$ cat src/rtl/lcd_write_sequencer.sv
// Character-LCD write sequencer: power-on init list, then one byte per valid/ready handshake.
// Optional macro LCD_LINE_WRAP_EN adds column/line tracking with automatic set-address commands.
module lcd_write_sequencer #(
  parameter int unsigned SETUP_CYC = 32'd2,
  parameter int unsigned EN_CYC    = 32'd12,
  parameter int unsigned HOLD_CYC  = 32'd2,
  parameter int unsigned CMD_WAIT  = 32'd2000,
  parameter int unsigned CLR_WAIT  = 32'd82000,
  parameter int unsigned PWR_WAIT  = 32'd750000
) (
  input  logic       clk,
  input  logic       rst,
  input  logic       req_valid,
  input  logic       req_rs,
  input  logic [7:0] req_data,
  output logic       req_ready,
  output logic       init_done,
  output logic       lcd_rs,
  output logic       lcd_rw,
  output logic       lcd_en,
  output logic [7:0] lcd_d
);

  typedef enum logic [2:0] {
    ST_PWR   = 3'd0,
    ST_SETUP = 3'd1,
    ST_ENHI  = 3'd2,
    ST_HOLD  = 3'd3,
    ST_WAIT  = 3'd4,
    ST_IDLE  = 3'd5
  } state_t;

  localparam logic [2:0] INIT_LAST = 3'd5;

  state_t      state_r;
  logic [31:0] cnt_r;
  logic [2:0]  init_idx_r;

`ifdef LCD_LINE_WRAP_EN
  logic [3:0]  col_r;
  logic        line_r;
  logic        wrap_pend_r;
`endif

  function automatic logic [7:0] init_byte(input logic [2:0] idx);
    logic [7:0] b;
    case (idx)
      3'd0, 3'd1, 3'd2: b = 8'h38;
      3'd3:             b = 8'h0C;
      3'd4:             b = 8'h01;
      3'd5:             b = 8'h06;
      default:          b = 8'h38;
    endcase
    return b;
  endfunction

  // Clear and home commands need the long execution wait.
  function automatic logic [31:0] wait_len(input logic rs, input logic [7:0] d);
    logic [31:0] w;
    if (!rs && (d == 8'h01 || d == 8'h02 || d == 8'h03)) begin
      w = CLR_WAIT;
    end else begin
      w = CMD_WAIT;
    end
    return w;
  endfunction

  assign lcd_rw = 1'b0;

  // Sequencer FSM: shared delay counter, bus outputs and handshake all registered here.
  always_ff @(posedge clk or posedge rst) begin
    if (rst) begin
      state_r     <= ST_PWR;
      cnt_r       <= 32'd0;
      init_idx_r  <= 3'd0;
      req_ready   <= 1'b0;
      init_done   <= 1'b0;
      lcd_rs      <= 1'b0;
      lcd_en      <= 1'b0;
      lcd_d       <= 8'h00;
`ifdef LCD_LINE_WRAP_EN
      col_r       <= 4'd0;
      line_r      <= 1'b0;
      wrap_pend_r <= 1'b0;
`endif
    end else begin
      case (state_r)
        // Power-up delay counts up from the reset value of the counter.
        ST_PWR: begin
          if (cnt_r == PWR_WAIT - 32'd1) begin
            state_r    <= ST_SETUP;
            cnt_r      <= SETUP_CYC - 32'd1;
            init_idx_r <= 3'd0;
            lcd_rs     <= 1'b0;
            lcd_d      <= init_byte(3'd0);
          end else begin
            cnt_r <= cnt_r + 32'd1;
          end
        end

        ST_IDLE: begin
          if (req_valid && req_ready) begin
            state_r   <= ST_SETUP;
            cnt_r     <= SETUP_CYC - 32'd1;
            lcd_rs    <= req_rs;
            lcd_d     <= req_data;
            req_ready <= 1'b0;
`ifdef LCD_LINE_WRAP_EN
            if (req_rs) begin
              col_r       <= col_r + 4'd1;
              wrap_pend_r <= (col_r == 4'd15);
            end else if (req_data == 8'h01 || req_data == 8'h02 || req_data == 8'h03) begin
              col_r  <= 4'd0;
              line_r <= 1'b0;
            end else if (req_data[7]) begin
              col_r  <= req_data[3:0];
              line_r <= req_data[6];
            end else begin
              col_r <= col_r;
            end
`endif
          end else begin
            req_ready <= init_done;
          end
        end

        ST_SETUP: begin
          if (cnt_r == 32'd0) begin
            state_r <= ST_ENHI;
            cnt_r   <= EN_CYC - 32'd1;
            lcd_en  <= 1'b1;
          end else begin
            cnt_r <= cnt_r - 32'd1;
          end
        end

        ST_ENHI: begin
          if (cnt_r == 32'd0) begin
            state_r <= ST_HOLD;
            cnt_r   <= HOLD_CYC - 32'd1;
            lcd_en  <= 1'b0;
          end else begin
            cnt_r <= cnt_r - 32'd1;
          end
        end

        ST_HOLD: begin
          if (cnt_r == 32'd0) begin
            state_r <= ST_WAIT;
            cnt_r   <= wait_len(lcd_rs, lcd_d) - 32'd1;
          end else begin
            cnt_r <= cnt_r - 32'd1;
          end
        end

        // End of execution wait chooses the next init entry, an inserted command, or IDLE.
        ST_WAIT: begin
          if (cnt_r == 32'd0) begin
            if (!init_done) begin
              if (init_idx_r == INIT_LAST) begin
                state_r   <= ST_IDLE;
                init_done <= 1'b1;
                req_ready <= 1'b1;
              end else begin
                state_r    <= ST_SETUP;
                cnt_r      <= SETUP_CYC - 32'd1;
                init_idx_r <= init_idx_r + 3'd1;
                lcd_rs     <= 1'b0;
                lcd_d      <= init_byte(init_idx_r + 3'd1);
              end
            end
`ifdef LCD_LINE_WRAP_EN
            else if (wrap_pend_r) begin
              state_r     <= ST_SETUP;
              cnt_r       <= SETUP_CYC - 32'd1;
              lcd_rs      <= 1'b0;
              lcd_d       <= line_r ? 8'h80 : 8'hC0;
              line_r      <= ~line_r;
              wrap_pend_r <= 1'b0;
            end
`endif
            else begin
              state_r   <= ST_IDLE;
              req_ready <= 1'b1;
            end
          end else begin
            cnt_r <= cnt_r - 32'd1;
          end
        end

        default: begin
          state_r   <= ST_PWR;
          cnt_r     <= 32'd0;
          lcd_en    <= 1'b0;
          req_ready <= 1'b0;
        end
      endcase
    end
  end

endmodule
$ cat config.mk
export PLATFORM = sky130hd
export DESIGN_NAME = lcd_write_sequencer
export DESIGN_NICKNAME = d
export VERILOG_FILES = /design/src/rtl/lcd_write_sequencer.sv
export SDC_FILE = /design/constraint.sdc
export NUM_CORES = 1
export LEC_CHECK = 0
export ABC_AREA = 1
export CAP_MARGIN = 20
export CORE_MARGIN = 2
export CORE_UTILIZATION = 45
export CTS_BUF_LIST = sky130_fd_sc_hd__clkbuf_8 sky130_fd_sc_hd__clkbuf_16
export DETAILED_ROUTE_END_ITERATION = 10
export SKIP_CTS_REPAIR_TIMING = 1
export SYNTH_ARGS = -nofsm -noshare
export SYNTH_HDL_FRONTEND = slang
export SYNTH_SLANG_ARGS = --single-unit
export TNS_END_PERCENT = 10
$ cat constraint.sdc
create_clock -name clk -period 2.4 [get_ports clk]
set_input_delay 0.48 -clock clk [delete_from_list [all_inputs] [get_ports clk]]
set_output_delay 0.48 -clock clk [all_outputs]
set_load 0.02 [all_outputs]
# --- Yosys cells after proc, flatten, opt, wreduce, memory -nomap -nowiden ---
# Index checks and enable logic that the tools add are counted.
word_totals:
  reg_bits: 50
  in_bits: 12
  word_cells: 105
op_classes:
  add_sub_neg: 4
  eq_ne: 24
  mux: 49
  bitwise_logic: 2
  reduce_logical: 18
ops:
  columns: ["cell", "count"]
  rows:
  - ["$mux W32", 10]
  - ["$pmux W32 S6", 1]
  - ["$sub A32 B1 Y32 const B", 2]
  - ["$mux W8", 5]
  - ["$mux W3", 12]
  - ["$add A32 B1 Y32 const B", 1]
  - ["$eq A32 B20 Y1 const B", 1]
  - ["$logic_not A32 Y1", 1]
  - ["$pmux W8 S3", 1]
  - ["$pmux W3 S6", 1]
  - ["$pmux W6 S3", 1]
  - ["$mux W17", 1]
  - ["$eq A8 B2 Y1 const B", 2]
  - ["$ne A2 B2 Y1 const B", 8]
  - ["$eq A3 B3 Y1 const B", 5]
  - ["$mux W1", 13]
  - ["$reduce_and A6 Y1", 2]
  - ["$eq A3 B2 Y1 const B", 3]
  - ["$ne A3 B3 Y1 const B", 3]
  - ["$pmux W1 S3", 3]
  - ["$reduce_and A3 Y1", 3]
  - ["$eq A8 B1 Y1 const B", 1]
  - ["$reduce_or A4 Y1", 2]
  - ["$pmux W3 S2", 1]
  - ["other kinds (11)", 14]

# --- Depth between registers and ports, before layout ---
logic_depth:
  word_depth: 10
  mapped_depth: 13
  mapped_depth_nobuf: 12

# --- Worst setup path after synthesis ---
# OpenSTA, ideal clock, no wires.
synth_path:
  path_kind: "flip-flop to flip-flop"
  start: "register cnt_r[0]"
  end: "register cnt_r[28]"
  setup_ps: 124
  arrival_ps: 1554
  setup_slack_ps: 722
  stages_incl_launch_ff: 12
  path_buffers: 0
  path_cell_list: "dfrtp_1 > inv_1 > ha_1 > nand2_1 > nor2_4 > nand2_1 > nor2_2 > nand2_1 > nor2_1 > nand2_1 > nand2_1 > nand3_1"
synth_via:
  elab_chain_cells: 3
  word_cells_on_any_way: 13
synth_rtl:
  columns: ["item", "line_no", "rtl"]
  rows:
  - ["start, declared", "36", "logic [31:0] cnt_r;"]
  - ["start signal, assigned", "92", "cnt_r <= SETUP_CYC - 32'd1;"]
  - ["start signal, assigned", "97", "cnt_r <= cnt_r + 32'd1;"]
  - ["start signal, assigned", "104", "cnt_r <= SETUP_CYC - 32'd1;"]
  - ["$sub A32 B1 Y32, or another cell as far along", null, null]
  - ["$mux W32, or another cell as far along", "158", "if (cnt_r == 32'd0) begin"]
  - ["$pmux W32 S6 or $reduce_and A3 Y1 (tied branches)", null, null]
# Parallel ways exist; a longest one is shown, timed or not.
# A chain may end at the register's enable or synchronous reset.

# --- Final worst setup path ---
layout_path:
  start: "register cnt_r[3]"
  end: "register lcd_d[6]"
layout_via:
  elab_chain_cells: 3
  word_cells_on_any_way: 5
layout_rtl:
  columns: ["item", "line_no", "rtl"]
  rows:
  - ["$eq A32 B20 Y1 or $logic_not A32 Y1 (tied branches)", "90, 158", null]
  - ["$ne A2 B2 Y1 (no source line)", null, null]
  - ["$reduce_and A6 Y1 (no source line) (*)", null, null]
  - ["end signal, assigned", "95", "lcd_d <= init_byte(3'd0);"]
  - ["end signal, assigned", "106", "lcd_d <= req_data;"]
  - ["end signal, assigned", "169", "lcd_d <= init_byte(init_idx_r + 3'd1);"]
  - ["end, declared", "21", "output logic [7:0] lcd_d"]
# Every way passes the cells marked *; elsewhere a longest branch is shown, timed or not.

==> results.sh <==
export IMPL_synthArstFlopShare=1.000
export IMPL_start_kind="register"
export IMPL_worstPathArrival_ns=2.34
export IMPL_area_growth_pct=10.06
export IMPL_grt_pass1_vias=4734
export IMPL_final_hold_violation_count=0
export IMPL_crit_buf_inv=2
export IMPL_cts_buffers=5
export IMPL_netlist_area_um2=4641
export IMPL_synth_main_ff_cell="dfrtp_1"
export IMPL_pre_cts_ws_ns=0.3127
export IMPL_antenna_cells=0
export IMPL_wl_per_cell_um=15.48
export IMPL_numPortBuffers=23
export IMPL_seq_power_share=0.589
export IMPL_p_leak_nw=2.501
export IMPL_fin_skew_ns=0.007968
export IMPL_worstPathCellList="inv_1, nor2_2, nand3_1, nor2_1, nand2_1, nand2_4, nand2_4, inv_4, nand2_4, nand2_1, nand2_1"
export IMPL_crit_slowest_cell="dfrtp_1"
export IMPL_drive_above_1_share=0.09591
export IMPL_htreeDepth=2
export IMPL_p_switching_w=0.0003620
export IMPL_dieArea_um2=11140
export IMPL_cellPowerDensity_nw_per_um2=279.7
export IMPL_grt_overflow=0
export IMPL_synth_distinct_cells=30
export IMPL_min_path_type="register to register"
export IMPL_die_y_um=105.6
export IMPL_clock_path_buffers=2
export IMPL_most_common_layout_cells="nand2_1, nor2_1, nand3_1"
export IMPL_initial_core_util=0.4557
export IMPL_comb_power_share=0.028
export IMPL_synth_edf_count=0
export IMPL_drc=0
export IMPL_grt_setup_unrepaired="false"
export IMPL_place_gp_congestion=0.9554
export IMPL_setup_tns_ns=0
export IMPL_post_route_worst_setup_slack_ns=0.2798
export IMPL_grt_pass1_wl_um=23030
export IMPL_timing_final_crit_period_ns=2.120
export IMPL_slew_viol_final=0
export IMPL_cp_top_family="simple AND/OR/NAND/NOR gates"
export IMPL_antenna_found_initial=0
export IMPL_final_nets=801
export IMPL_cts_num_sinks=50
export IMPL_grt_use_total=0.2609
export IMPL_status="finished clean"
export IMPL_via_count=4885
export IMPL_p_int_w=0.001066
export IMPL_cts_tree="built"
export IMPL_coreArea_um2=10180
export IMPL_final_common_cell="nand2_1"
export IMPL_root_buffer="clkbuf_8"
export IMPL_switching_share=0.2535
export IMPL_wl_um=14210
export IMPL_placementRows=37
export IMPL_yosysWarnings=0
export IMPL_ys_seq_area_frac=0.2696
export IMPL_drt_vias_per_instance=5.321
export IMPL_ant_nets=0
export IMPL_fmax_mhz=471.7
export IMPL_fin_cells=918
export IMPL_worstSetupPathType="register to register"
export IMPL_timing_final_crit_share=0.8834
export IMPL_dp_cells=910
export IMPL_syn_inst=759
export IMPL_finalSetupViolations=0
export IMPL_synth_seq_cells=50
export IMPL_grt_max_degree=34
export IMPL_io_pins=25
export IMPL_cp_required_ns=2.62
export IMPL_peakVddDrop_v=0.0002466
export IMPL_slowest_delay_ns=0.56
export IMPL_avgSynthCellArea_um2=6.114
export IMPL_die_x_um=105.6
export IMPL_synth_nets=779
export IMPL_hpwl_um=11080
export IMPL_worst_path_max_fanout=10
export IMPL_drtIter0Drc=439
export IMPL_clkPwrFrac=0.383
export IMPL_maxCapViolations=0
export IMPL_end_kind="register"
export IMPL_clkTransAtPathRegs_ns=0.11
export IMPL_dr_pass1_iters=5
export IMPL_worstSkewPairLatency_ns=0.32
==> power groups by stage <==
stage / registers (W) / logic (W) / clock network [W]
5_1_grt: 0.000842 / 0.0000449 / 0.000590
3_3_place_gp: 0.000858 / 0.0000417 / 0
6_report: 0.000842 / 0.0000398 / 0.000547
2_1_floorplan: 0.000858 / 0.0000149 / 0
4_1_cts: 0.000842 / 0.0000422 / 0.000559
3_5_place_dp: 0.000858 / 0.0000417 / 0
==> sequential cells by signal (all words and copies together), names as in the netlist <==
register	count
req_ready	1
init_done	1
lcd_rs	1
lcd_en	1
lcd_d	8
cnt_r	32
init_idx_r	3
state_r	3
==> final timing paths <==
check / depth (start not counted) / end / from / slack [ns]
worst max-delay path: 11 / lcd_d[6] / cnt_r[3] / 0.28
worst min-delay path: 2 / lcd_d[3] / lcd_d[3] / 0.51
worst max register to register: 11 / lcd_d[6] / cnt_r[3] / 0.28
worst min register to register: 2 / lcd_d[3] / lcd_d[3] / 0.51
max in group asynchronous: 3 / cnt_r[0] / rst / 1.56
min in group asynchronous: 3 / cnt_r[23] / rst / 0.53
==> area by class of cell <==
cell class / count / area [um2]
fill: 1112 / 5077
multi-input combinational: 606 / 2923
sequential: 50 / 1251
timing repair buffer: 42 / 385.4
inverter: 76 / 287.8
tap: 136 / 170.2
clock buffer: 5 / 68.82
clock inverter: 3 / 21.27
==> synthesized netlist by cell type, types with 9 or more instances <==
| cell type | n | area share |
|---|---|---|
| nand2_1 | 264 | 0.21 |
| nor2_1 | 101 | 0.082 |
| nand3_1 | 96 | 0.10 |
| inv_1 | 69 | 0.056 |
| dfrtp_1 | 50 | 0.27 |
| xor2_1 | 22 | 0.042 |
| nor2_2 | 18 | 0.024 |
| o21ai_0 | 18 | 0.019 |
| buf_2 | 17 | 0.018 |
| nand4_1 | 14 | 0.019 |
| nor3_1 | 13 | 0.014 |
| nor2_4 | 10 | 0.024 |
| o211ai_1 | 9 | 0.015 |
==> metal layers <==
metal	GRT usage	vias to the layer above	part of all wire
met4	0.1297	0	0.045
met1	0.3302	2227	0.44
met5	0	-	0
met2	0.4364	185	0.46
met3	0.03463	43	0.055
li1	-	2430	-
==> worst register-to-register path, delay by kind of cell (launching register included) <==
family,cells,cell delay [ns]
simple gates,9,1.21
buf+inv,2,0.26
flops,1,0.56
==> per-stage QoR <==
step                area, um2  hold WS [ns]  utilization  total power [W]
detailed placement       5017        0.4876       0.4926        0.0009001
global placement         5017        0.4877       0.4926        0.0009000
floorplan                4641        0.4859            -        0.0008734
global route             5107        0.5429       0.5015         0.001477
CTS                      5107        0.5153       0.5015         0.001444
finish                   5107        0.5148       0.5015         0.001428
==> cells by family after synthesis <==
family | synth area share
simple gates | 0.5128
buf+inv | 0.1006
flops | 0.2696
compound gates | 0.05311
xor+xnor | 0.04152
fa+ha+maj | 0.02157
other cells | 0.0008081
(Power assumes the default switching activity.)
